===== config.mk =====
export PLATFORM = sky130hd
export DESIGN_NAME = bitwise_alu_seq_flat
export DESIGN_NICKNAME = d
export VERILOG_FILES = /design/src/rtl/bitwise_alu_if.sv /design/src/rtl/bitwise_alu_seq.sv /design/src/flat_wrapper.sv
export SDC_FILE = /design/constraint.sdc
export NUM_CORES = 1
export LEC_CHECK = 0
export ABC_AREA = 1
export CORE_MARGIN = 2
export CORE_UTILIZATION = 40
export CTS_CLUSTER_DIAMETER = 30
export DETAILED_ROUTE_END_ITERATION = 16
export PLACE_DENSITY = 0.65
export SYNTH_ARGS = -nofsm -noshare
export SYNTH_HDL_FRONTEND = slang
export SYNTH_SLANG_ARGS = --single-unit

===== constraint.sdc =====
create_clock -name clk -period 1.7 [get_ports clk]
set_clock_uncertainty 0.05 [all_clocks]
set_input_delay 0.425 -clock clk [delete_from_list [all_inputs] [get_ports clk]]
set_output_delay 0.425 -clock clk [all_outputs]
set_load 0.005 [all_outputs]

===== src/rtl/bitwise_alu_if.sv =====
// Operand/result handshake bundle for bitwise_alu_seq.
// The z_par signal exists only when BWALU_PARITY_EN is defined.
`timescale 1ns/1ps
interface bitwise_alu_if #(
   parameter int unsigned WIDTH = 3,
   parameter int unsigned CNT_W = 8
);
   logic             in_valid;
   logic             in_ready;
   logic [WIDTH-1:0] x;
   logic [WIDTH-1:0] y;
   logic [2:0]       op;
   logic             acc_en;
   logic             acc_clr;
   logic             out_valid;
   logic             out_ready;
   logic [WIDTH-1:0] z;
   logic [WIDTH-1:0] acc;
   logic [CNT_W-1:0] txn_cnt;
`ifdef BWALU_PARITY_EN
   logic             z_par;
`endif

   modport master (
`ifdef BWALU_PARITY_EN
      input  z_par,
`endif
      output in_valid, x, y, op, acc_en, acc_clr, out_ready,
      input  in_ready, out_valid, z, acc, txn_cnt
   );

   modport slave (
`ifdef BWALU_PARITY_EN
      output z_par,
`endif
      input  in_valid, x, y, op, acc_en, acc_clr, out_ready,
      output in_ready, out_valid, z, acc, txn_cnt
   );
endinterface


===== src/rtl/bitwise_alu_seq.sv =====
// Registered bitwise ALU with valid/ready handshake, accumulator and beat counter.
// Optional build macro BWALU_PARITY_EN adds z_par, the XOR-reduction of z.
`timescale 1ns/1ps
module bitwise_alu_seq #(
   parameter int unsigned WIDTH    = 3,
   parameter logic [63:0] ACC_INIT = 64'd0,
   parameter int unsigned CNT_W    = 8
) (
   input  logic         clk,
   input  logic         rst_n,
   bitwise_alu_if.slave bus
);

   localparam logic [WIDTH-1:0] ACC_RST = ACC_INIT[WIDTH-1:0];

   typedef enum logic {S_EMPTY, S_FULL} state_t;

   function automatic logic [WIDTH-1:0] bw_op(
      input logic [2:0]       sel,
      input logic [WIDTH-1:0] a,
      input logic [WIDTH-1:0] b
   );
      case (sel)
         3'd0:    return a & b;
         3'd1:    return a | b;
         3'd2:    return a ^ b;
         3'd3:    return ~(a & b);
         3'd4:    return ~(a | b);
         3'd5:    return ~(a ^ b);
         3'd6:    return ~a;
         default: return b;
      endcase
   endfunction

   state_t           state_p1;
   state_t           state_nxt;
   logic             accept_p0;
   logic             consume_p0;
   logic             in_ready_p0;
   logic [WIDTH-1:0] a_p0;
   logic [WIDTH-1:0] res_p0;
   logic [WIDTH-1:0] z_p1;
   logic [WIDTH-1:0] acc_p1;
   logic [CNT_W-1:0] cnt_p1;

   // Stage p0: operand select, operation and handshake decode
   assign in_ready_p0 = (state_p1 == S_EMPTY) || bus.out_ready;
   assign accept_p0   = bus.in_valid && in_ready_p0;
   assign consume_p0  = (state_p1 == S_FULL) && bus.out_ready;
   assign a_p0        = bus.acc_en ? acc_p1 : bus.x;
   assign res_p0      = bw_op(bus.op, a_p0, bus.y);

   always_comb begin
      state_nxt = state_p1;
      if (accept_p0) begin
         state_nxt = S_FULL;
      end else if (consume_p0) begin
         state_nxt = S_EMPTY;
      end
   end

   // Stage p1: result register, accumulator and counter
   always_ff @(posedge clk) begin
      if (!rst_n) begin
         state_p1 <= S_EMPTY;
      end else begin
         state_p1 <= state_nxt;
      end
   end

   always_ff @(posedge clk) begin
      if (!rst_n) begin
         z_p1 <= '0;
      end else if (accept_p0) begin
         z_p1 <= res_p0;
      end
   end

   // A clear wins over an accumulate, but the beat still used the old acc.
   always_ff @(posedge clk) begin
      if (!rst_n) begin
         acc_p1 <= ACC_RST;
      end else if (bus.acc_clr) begin
         acc_p1 <= ACC_RST;
      end else if (accept_p0 && bus.acc_en) begin
         acc_p1 <= res_p0;
      end
   end

   always_ff @(posedge clk) begin
      if (!rst_n) begin
         cnt_p1 <= '0;
      end else if (accept_p0) begin
         cnt_p1 <= cnt_p1 + CNT_W'(1);
      end
   end

`ifdef BWALU_PARITY_EN
   logic z_par_p1;

   always_ff @(posedge clk) begin
      if (!rst_n) begin
         z_par_p1 <= 1'b0;
      end else if (accept_p0) begin
         z_par_p1 <= ^res_p0;
      end
   end

   assign bus.z_par = z_par_p1;
`endif

   assign bus.in_ready  = in_ready_p0;
   assign bus.out_valid = (state_p1 == S_FULL);
   assign bus.z         = z_p1;
   assign bus.acc       = acc_p1;
   assign bus.txn_cnt   = cnt_p1;

endmodule


===== src/flat_wrapper.sv =====
// flat-port wrapper written by rule: the top's interface ports become plain ports
module bitwise_alu_seq_flat 
#(
   parameter int unsigned WIDTH    = 3,
   parameter logic [63:0] ACC_INIT = 64'd0,
   parameter int unsigned CNT_W    = 8
)
  (clk, rst_n, bus_in_valid, bus_x, bus_y, bus_op, bus_acc_en, bus_acc_clr, bus_out_ready, bus_in_ready, bus_out_valid, bus_z, bus_acc, bus_txn_cnt);
  bitwise_alu_if #(.WIDTH(WIDTH), .CNT_W(CNT_W)) bus_i ();
  input  logic clk;
  input  logic rst_n;
  input wire logic [$bits(bus_i.in_valid)-1:0] bus_in_valid;
  input wire logic [$bits(bus_i.x)-1:0] bus_x;
  input wire logic [$bits(bus_i.y)-1:0] bus_y;
  input wire logic [$bits(bus_i.op)-1:0] bus_op;
  input wire logic [$bits(bus_i.acc_en)-1:0] bus_acc_en;
  input wire logic [$bits(bus_i.acc_clr)-1:0] bus_acc_clr;
  input wire logic [$bits(bus_i.out_ready)-1:0] bus_out_ready;
  output wire logic [$bits(bus_i.in_ready)-1:0] bus_in_ready;
  output wire logic [$bits(bus_i.out_valid)-1:0] bus_out_valid;
  output wire logic [$bits(bus_i.z)-1:0] bus_z;
  output wire logic [$bits(bus_i.acc)-1:0] bus_acc;
  output wire logic [$bits(bus_i.txn_cnt)-1:0] bus_txn_cnt;
  assign bus_i.in_valid = bus_in_valid;
  assign bus_i.x = bus_x;
  assign bus_i.y = bus_y;
  assign bus_i.op = bus_op;
  assign bus_i.acc_en = bus_acc_en;
  assign bus_i.acc_clr = bus_acc_clr;
  assign bus_i.out_ready = bus_out_ready;
  assign bus_in_ready = bus_i.in_ready;
  assign bus_out_valid = bus_i.out_valid;
  assign bus_z = bus_i.z;
  assign bus_acc = bus_i.acc;
  assign bus_txn_cnt = bus_i.txn_cnt;
  bitwise_alu_seq #(.WIDTH(WIDTH), .ACC_INIT(ACC_INIT), .CNT_W(CNT_W)) u_core (.clk(clk), .rst_n(rst_n), .bus(bus_i));
endmodule

# [After elaboration in Yosys (flattened, before gate mapping)]
# Index checks and enable logic that the tools add are counted.
[classes] n_addsub=1 n_eq_ne=6 muxes=4 bitwise_logic=9 n_reduce_logical=7
[ops] operator="$pmux W3 S7" count=1
[ops] operator="$not A3 Y3" count=4
[ops] operator="$eq A3 B3 Y1 const B" count=3
[ops] operator="$add A8 B1 Y8 const B" count=1
[ops] operator="$eq A3 B2 Y1 const B" count=2
[ops] operator="$and A3 B3 Y3" count=1
[ops] operator="$eq A3 B1 Y1 const B" count=1
[ops] operator="$logic_and A1 B1 Y1" count=3
[ops] operator="$logic_not A3 Y1" count=1
[ops] operator="$mux W3" count=1
[ops] operator="$or A3 B3 Y3" count=1
[ops] operator="$xor A3 B3 Y3" count=1
[ops] operator="$mux W1" count=2
[ops] operator="$not A1 Y1" count=2
[ops] operator="$reduce_bool A2 Y1" count=1
[ops] operator="$reduce_or A2 Y1" count=1
[ops] operator="$logic_or A1 B1 Y1" count=1
[word_totals] register_bits=15 inputBits=15 out_inout_bits=16 wordCells=31

# [Depth between registers and ports, before layout]
# Gate-level depths: netlist of run 1.
[depth] word_depth=4 ltp_mapped=12 depth_no_buf=12

# [Worst setup path after synthesis of run 1]
# OpenSTA, ideal clock, no wires.
[synth_timing] path_type="in2reg" from="input bus_acc_en" to="register u_core.acc_p1[1] (netlist: u_core.bus.acc[1])" setup_time_ns=0.109 arrival_time_ns=1.294 setup_slack_ns=0.247 cell_stages=10 path_cell_list="inv_1 nand2_1 nand2_1 ha_1 nand4_1 nand2_1 nor2_1 nand4_1 nand2_1 inv_1"
[synth_via] elab_chain_len=4 word_cells_on_any_way=10
[synth_lines] element="start: declaration" line_no="flat_wrapper.sv:16" source="input wire logic [$bits(bus_i.acc_en)-1:0] bus_acc_en;"
[synth_lines] element="$mux W3" line_no="bitwise_alu_seq.sv:50" source="assign a_p0 = bus.acc_en ? acc_p1 : bus.x;"
[synth_lines] element="$xor A3 B3 Y3 (tied with other cells)" line_no="bitwise_alu_seq.sv:26, bitwise_alu_seq.sv:29"
[synth_lines] element="$not A3 Y3 (on tied branches)" line_no="bitwise_alu_seq.sv:29, bitwise_alu_seq.sv:27, bitwise_alu_seq.sv:28"
[synth_lines] element="$pmux W3 S7" line_no="bitwise_alu_seq.sv:23" source="case (sel)"
[synth_lines] element="end signal: assignment" line_no="bitwise_alu_seq.sv:86" source="acc_p1 <= res_p0;"
[synth_lines] element="end: declaration" line_no="bitwise_alu_seq.sv:43" source="logic [WIDTH-1:0] acc_p1;"
# Several ways; a longest one is shown, not always the timed one.
# A chain may end at the register's enable or synchronous reset.

# [Worst setup path after layout of run 1]
[layout_timing] from="register u_core.cnt_p1[4] (netlist: u_core.bus.txn_cnt[4])" to="output bus_txn_cnt[4]"
[layout_lines] element="start: declaration" line_no="bitwise_alu_seq.sv:44" source="logic [CNT_W-1:0] cnt_p1;"
[layout_lines] element="start signal: assignment" line_no="bitwise_alu_seq.sv:94" source="cnt_p1 <= cnt_p1 + CNT_W'(1);"
[layout_lines] element="end: declaration" line_no="flat_wrapper.sv:23" source="output wire logic [$bits(bus_i.txn_cnt)-1:0] bus_txn_cnt;"
# No word-level cell between the ends.

==> results_dict.tcl, run 1 <==
set metrics [dict create \
    vias_per_cell 4.842 \
    cts_buffers 3 \
    fp.coreArea_mm2 0.002522 \
    r2r-end "u_core.bus.acc[2]" \
    dp_hpwl_mm 2.297 \
    worst_path_largest_cell_delay_ns 0.50 \
    p_leak_nw 0.8500 \
    slew_headroom 0.8029 \
    hold_start "u_core.bus.txn_cnt[2]" \
    synth_xor_area_frac 0.01620 \
    r2r_setup_slack_ns 0.26 \
    tightest_slew_ns 0.2946 \
    ys.flop_type "dfxtp_1" \
    start_util 0.4286 \
    cts.htree.levels 1 \
    clkPwrFrac 0.236 \
    final_hold_viol_count 0 \
    hold-path-endpoint "u_core.bus.txn_cnt[2]" \
    setup_viol 0 \
    antenna_found_initial 0 \
    grt_pass1_wl_mm 4.850 \
    wl_met1_mm 1.470 \
    crit_family "buffers and inverters" \
    p_switching_uw 263.5 \
    status "finished, final reports clean" \
    final_area_mm2 0.001693 \
    postLayoutSetupSlackWorst_ns 0.05555 \
    fmax_mhz 608.1 \
    vias 1283 \
    cts-root-buf "clkbuf_4" \
    grt.total_usage 0.1940 \
    netlist_area_mm2 0.001081 \
    post-route-period-util 0.9673 \
    grt_pass1_vias 1142 \
    clock_sinks 15 \
    async_flop_share 0 \
    initialDrtViolationCount 28 \
    placementRows 18 \
    drv_cap 0 \
    fp.dieH_um 55.99 \
    synth_compound_area_frac 0.07060 \
    yosysUniqueCellTypes 18 \
    clock_path_buffers 2 \
    critPathBufInv 1 \
    ios 31 \
    pwr-share-seq 0.438 \
    synth_mux_area_frac 0 \
    postPlaceCellArea_mm2 0.001543 \
    synth_cells 181 \
    synthSimpleGateAreaFrac 0.4051 \
    num_antenna_cells 0 \
    wl_mm 3.037 \
    final_cell_mix "nand2_1, inv_1, clkdlybuf4s50_1" \
    wl_per_cell_um 11.46 \
    dr.pass1.iters 4 \
    dieArea_mm2 0.003134 \
    hold_path_depth 1 \
    cp_cell_sequence "clkdlybuf4s50_1" \
    grt_max_degree 12 \
    reg2reg_from "u_core.bus.acc[2]" \
    met2RoutedLength_mm 1.348 \
    holdCritPathClass "reg2reg" \
    place_ws_ns -0.4244 \
    drive_gt1_frac 0.2468 \
    cts.clk_slew.worst_paths_ns 0.09 \
    ys.warnings.count 0 \
    holdWs_ns 0.4075 \
    grt_setup_unrepaired "yes" \
    syn2layout_area_growth_pct 56.60 \
    synth_top_family_by_area "simple AND/OR/NAND/NOR gates" \
    drcViolationCount 0 \
    synth_fa_ha_area_frac 0.08102 \
    die_x_um 55.99 \
    synth_edf_count 0 \
    cts_tree "done" \
    ys_ff_latch 15 \
    cp_max_fo 6 \
    period_needed_ns 1.644 \
    drv_slew 0 \
    gp_congestion 0.8275 \
    criticalPathCategory "reg2out" \
    route.met3.wl_um 151 \
    fin_nets 258 \
    syn_nets 203 \
    crit_arrival_ns 1.17 \
    rr_worst_depth 12 \
    io_buffers 30 \
    final_core_util 0.6711 \
    final_common_cell "nand2_1" \
    ant_nets 0 \
    p_comb_frac 0.327 \
    swShare 0.3065 \
    p_int_uw 596.3 \
    hold_buffers 0 \
    synth-seq-area-share 0.2778 \
    slowest_stage "clkdlybuf4s50_1" \
    clock_latency_ns 0.29 \
    grt_overflow_total 0 \
    syn_avg_cell_area_um2 5.973 \
    end_kind "output pin" \
    peakVddDrop_mv 0.5695 \
    start_kind "flip-flop" \
    highest_layer "met4" \
    p_per_area_mw_per_mm2 507.9 \
    worstPathRequired_ns 1.22 \
]
-- registers in the layout, summed over array words and instances, names as in the netlist --
register / count
u_core.bus.out_valid: 1
u_core.bus.z: 3
u_core.bus.txn_cnt: 8
u_core.bus.acc: 3
-- stage by stage --
stage	std cells	power (mW)	setup TNS [ns]
floorplan	181	0.4996	0
global route	265	0.9204	-0.02294
global placement	258	0.6282	-2.563
CTS	263	0.8510	0
detailed placement	258	0.6345	-2.841
finish	265	0.8598	0
-- layer usage --
layer | up-vias | global-route usage
met5 | - | 0
met4 | 0 | 0.04082
met3 | 8 | 0.05581
met2 | 32 | 0.3092
met1 | 567 | 0.2611
li1 | 676 | -
-- final cells by class --
type                       count  area, µm²
timing repair buffer          52      464.2
clock buffer                   3      22.52
tap                           30      37.54
multi-input combinational    126      704.4
fill                         249      829.5
clock inverter                 1      5.005
inverter                      38      142.6
sequential                    15      316.6
-- synth_stat cells, types with 2 or more instances --
master,n,area (µm²)
a21oi_1,10,50.05
dfxtp_1,15,300.3
ha_1,7,87.58
inv_1,36,135.1
inv_2,2,7.510
nand2_1,50,187.7
nand2_2,2,12.51
nand3_1,7,35.03
nand4_1,13,81.33
nor2_1,26,97.59
nor3_1,2,10.01
o21ai_0,4,20.02
xor2_1,2,17.52
-- worst max path at each step --
| stage | start | to | cells past startpoint |
|---|---|---|---|
| 6_report | u_core.bus.txn_cnt[4] | bus_txn_cnt[4] | 1 |
| 4_1_cts | bus_x[0] | u_core.bus.acc[0] | 11 |
| 3_3_place_gp | bus_acc_en | u_core.bus.acc[1] | 11 |
| 2_1_floorplan | bus_acc_en | u_core.bus.acc[1] | 10 |
| 3_5_place_dp | bus_acc_en | u_core.bus.acc[1] | 11 |
| 5_1_grt | bus_x[2] | u_core.bus.z[2] | 13 |
-- timing repair --
action | in CTS | in global routing
endpoints found under the setup margin | 10 | 14
buffers inserted | 1 | 2
pin swaps | 4 | 16
resized for setup | 12 | 25
-- power groups by stage --
stage | Clock, mW | Combinational [mW] | Sequential, mW
floorplan | 0 | 0.113 | 0.387
global placement | 0 | 0.241 | 0.387
detailed placement | 0 | 0.247 | 0.387
CTS | 0.213 | 0.259 | 0.380
global route | 0.232 | 0.311 | 0.378
finish | 0.203 | 0.281 | 0.376
-- cell families (layout without fill, tap and decap cells) --
kind of cell / Yosys count / in the layout
AO/OA/AOI/OAI: 15 / 15
buffers and inverters: 40 / 94
XOR/XNOR: 2 / 2
AND/OR/NAND/NOR: 102 / 102
adder cells (fa/ha/maj): 7 / 7
flip-flops: 15 / 15
Note: power is estimated with default switching activity, not from simulation.
==> inputs of run 2 (changes only) <==
Settings changed: SKIP_CTS_REPAIR_TIMING from default to 1.
==> results_dict.tcl, run 2 (synthesized netlist as in run 1, its figures left out) <==
set metrics [dict create \
    initialDrtViolationCount 40 \
    rr_worst_depth 11 \
    criticalPathCategory "reg2out" \
    cts-root-buf "clkbuf_4" \
    end_kind "output pin" \
    wl_per_cell_um 11.49 \
    cts_tree "done" \
    cts.htree.levels 1 \
    final_common_cell "nand2_1" \
    cp_max_fo 6 \
    antenna_found_initial 0 \
    worstPathRequired_ns 1.22 \
    ios 31 \
    status "finished, final reports clean" \
    slew_headroom 0.8023 \
    clock_latency_ns 0.29 \
    grt_overflow_total 0 \
    dr.pass1.iters 4 \
    hold_path_depth 1 \
    largest_register_ff_count 8 \
    pwr-share-seq 0.439 \
    crit_arrival_ns 1.18 \
    num_antenna_cells 0 \
    p_switching_uw 261.6 \
    peakVddDrop_mv 0.5743 \
    vias_per_cell 4.852 \
    stdcell_count 263 \
    fin_nets 256 \
    crit_family "buffers and inverters" \
    dieArea_mm2 0.003134 \
    cts_buffers 3 \
    vias 1276 \
    clock_path_buffers 2 \
    reg2reg_from "u_core.bus.acc[2]" \
    clock_sinks 15 \
    fmax_mhz 605.0 \
    r2r_setup_slack_ns 0.24 \
    cp_cell_sequence "clkdlybuf4s50_1" \
    gp_congestion 0.8275 \
    start_util 0.4286 \
    grt.total_usage 0.1911 \
    placed_cells 258 \
    p_leak_nw 0.8517 \
    grt_pass1_vias 1148 \
    grt_max_degree 12 \
    hold-path-endpoint "u_core.bus.txn_cnt[2]" \
    placementRows 18 \
    final_hold_viol_count 0 \
    hold_start "u_core.bus.txn_cnt[2]" \
    grt_pass1_wl_mm 4.781 \
    p_per_area_mw_per_mm2 507.3 \
    p_int_uw 595.4 \
    fp.coreArea_mm2 0.002522 \
    postPlaceCellArea_mm2 0.001543 \
    swShare 0.3052 \
    ant_nets 0 \
    drcViolationCount 0 \
    holdCritPathClass "reg2reg" \
    drv_slew 0 \
    fp.dieH_um 55.99 \
    wl_mm 3.021 \
    tightest_slew_ns 0.2955 \
    period_needed_ns 1.653 \
    r2r-end "u_core.bus.z[2]" \
    start_kind "flip-flop" \
    die_x_um 55.99 \
    worst_path_largest_cell_delay_ns 0.50 \
    p_comb_frac 0.326 \
    io_buffers 30 \
    syn2layout_area_growth_pct 56.25 \
    drv_cap 0 \
    drive_gt1_frac 0.2232 \
    final_area_mm2 0.001689 \
    dp_hpwl_mm 2.297 \
    post-route-period-util 0.9722 \
    clkPwrFrac 0.235 \
    slowest_stage "clkdlybuf4s50_1" \
    setup_viol 0 \
    cts.clk_slew.worst_paths_ns 0.09 \
    critPathBufInv 1 \
    fillCellCount 246 \
    final_cell_mix "nand2_1, inv_1, clkdlybuf4s50_1" \
]
run 2: cell types whose count changed in the layout (fill, tap and decap cells not counted):
cell	before	now
buf_4	22	20
clkbuf_2	1	0
dlygate4sd2_1	1	0
dlymetal6s2s_1	2	4
ha_1	1	2
ha_2	2	0
ha_4	4	5
inv_1	33	34
inv_2	5	4
nand2_1	46	47
nand2_4	1	0
run 2: through the flow:
step	hold WS, ns	setup WS (ns)	utilization	total power [mW]	TNS (ns)
5_1_grt	0.4202	-0.03556	0.6696	0.9164	-0.06375
4_1_cts	0.4446	-0.2523	0.6225	0.8413	-1.037
3_5_place_dp	0.4278	-0.4244	0.6116	0.6345	-2.841
3_3_place_gp	0.4236	-0.4078	0.6116	0.6282	-2.563
6_report	0.4083	0.04723	0.6696	0.8570	0
2_1_floorplan	0.4198	0.2474	-	0.4996	0
run 2: worst max path at each step:
stage | startpoint | endpoint | slack (ns) | cells after the start
finish | u_core.bus.txn_cnt[4] | bus_txn_cnt[4] | 0.05 | 1
global route | bus_x[1] | u_core.bus.z[1] | -0.04 | 13
CTS | bus_out_ready | bus_in_ready | -0.25 | 4
detailed placement | bus_acc_en | u_core.bus.acc[1] | -0.42 | 11
global placement | bus_acc_en | u_core.bus.acc[1] | -0.41 | 11
floorplan | bus_acc_en | u_core.bus.acc[1] | 0.25 | 10
run 2: area by class of cell:
class	instances	area, µm²	share of cell area
multi-input combinational	126	704.4	0.4170
clock inverter	1	5.005	0.002963
clock buffer	3	22.52	0.01333
tap	30	37.54	0.02222
sequential	15	316.6	0.1874
inverter	38	142.6	0.08444
timing repair buffer	50	460.4	0.2726
run 2: power groups by stage:
stage | clock (mW) | sequential (mW) | combinational [mW]
floorplan | 0 | 0.387 | 0.113
global placement | 0 | 0.387 | 0.241
detailed placement | 0 | 0.387 | 0.247
CTS | 0.213 | 0.379 | 0.249
global route | 0.229 | 0.378 | 0.309
finish | 0.201 | 0.376 | 0.279
run 2: metal layers:
layer | global-route usage | share of wire
met5 | 0 | 0
met4 | 0.04082 | 0.0093
met1 | 0.2611 | 0.47
met3 | 0.05814 | 0.078
met2 | 0.2975 | 0.45
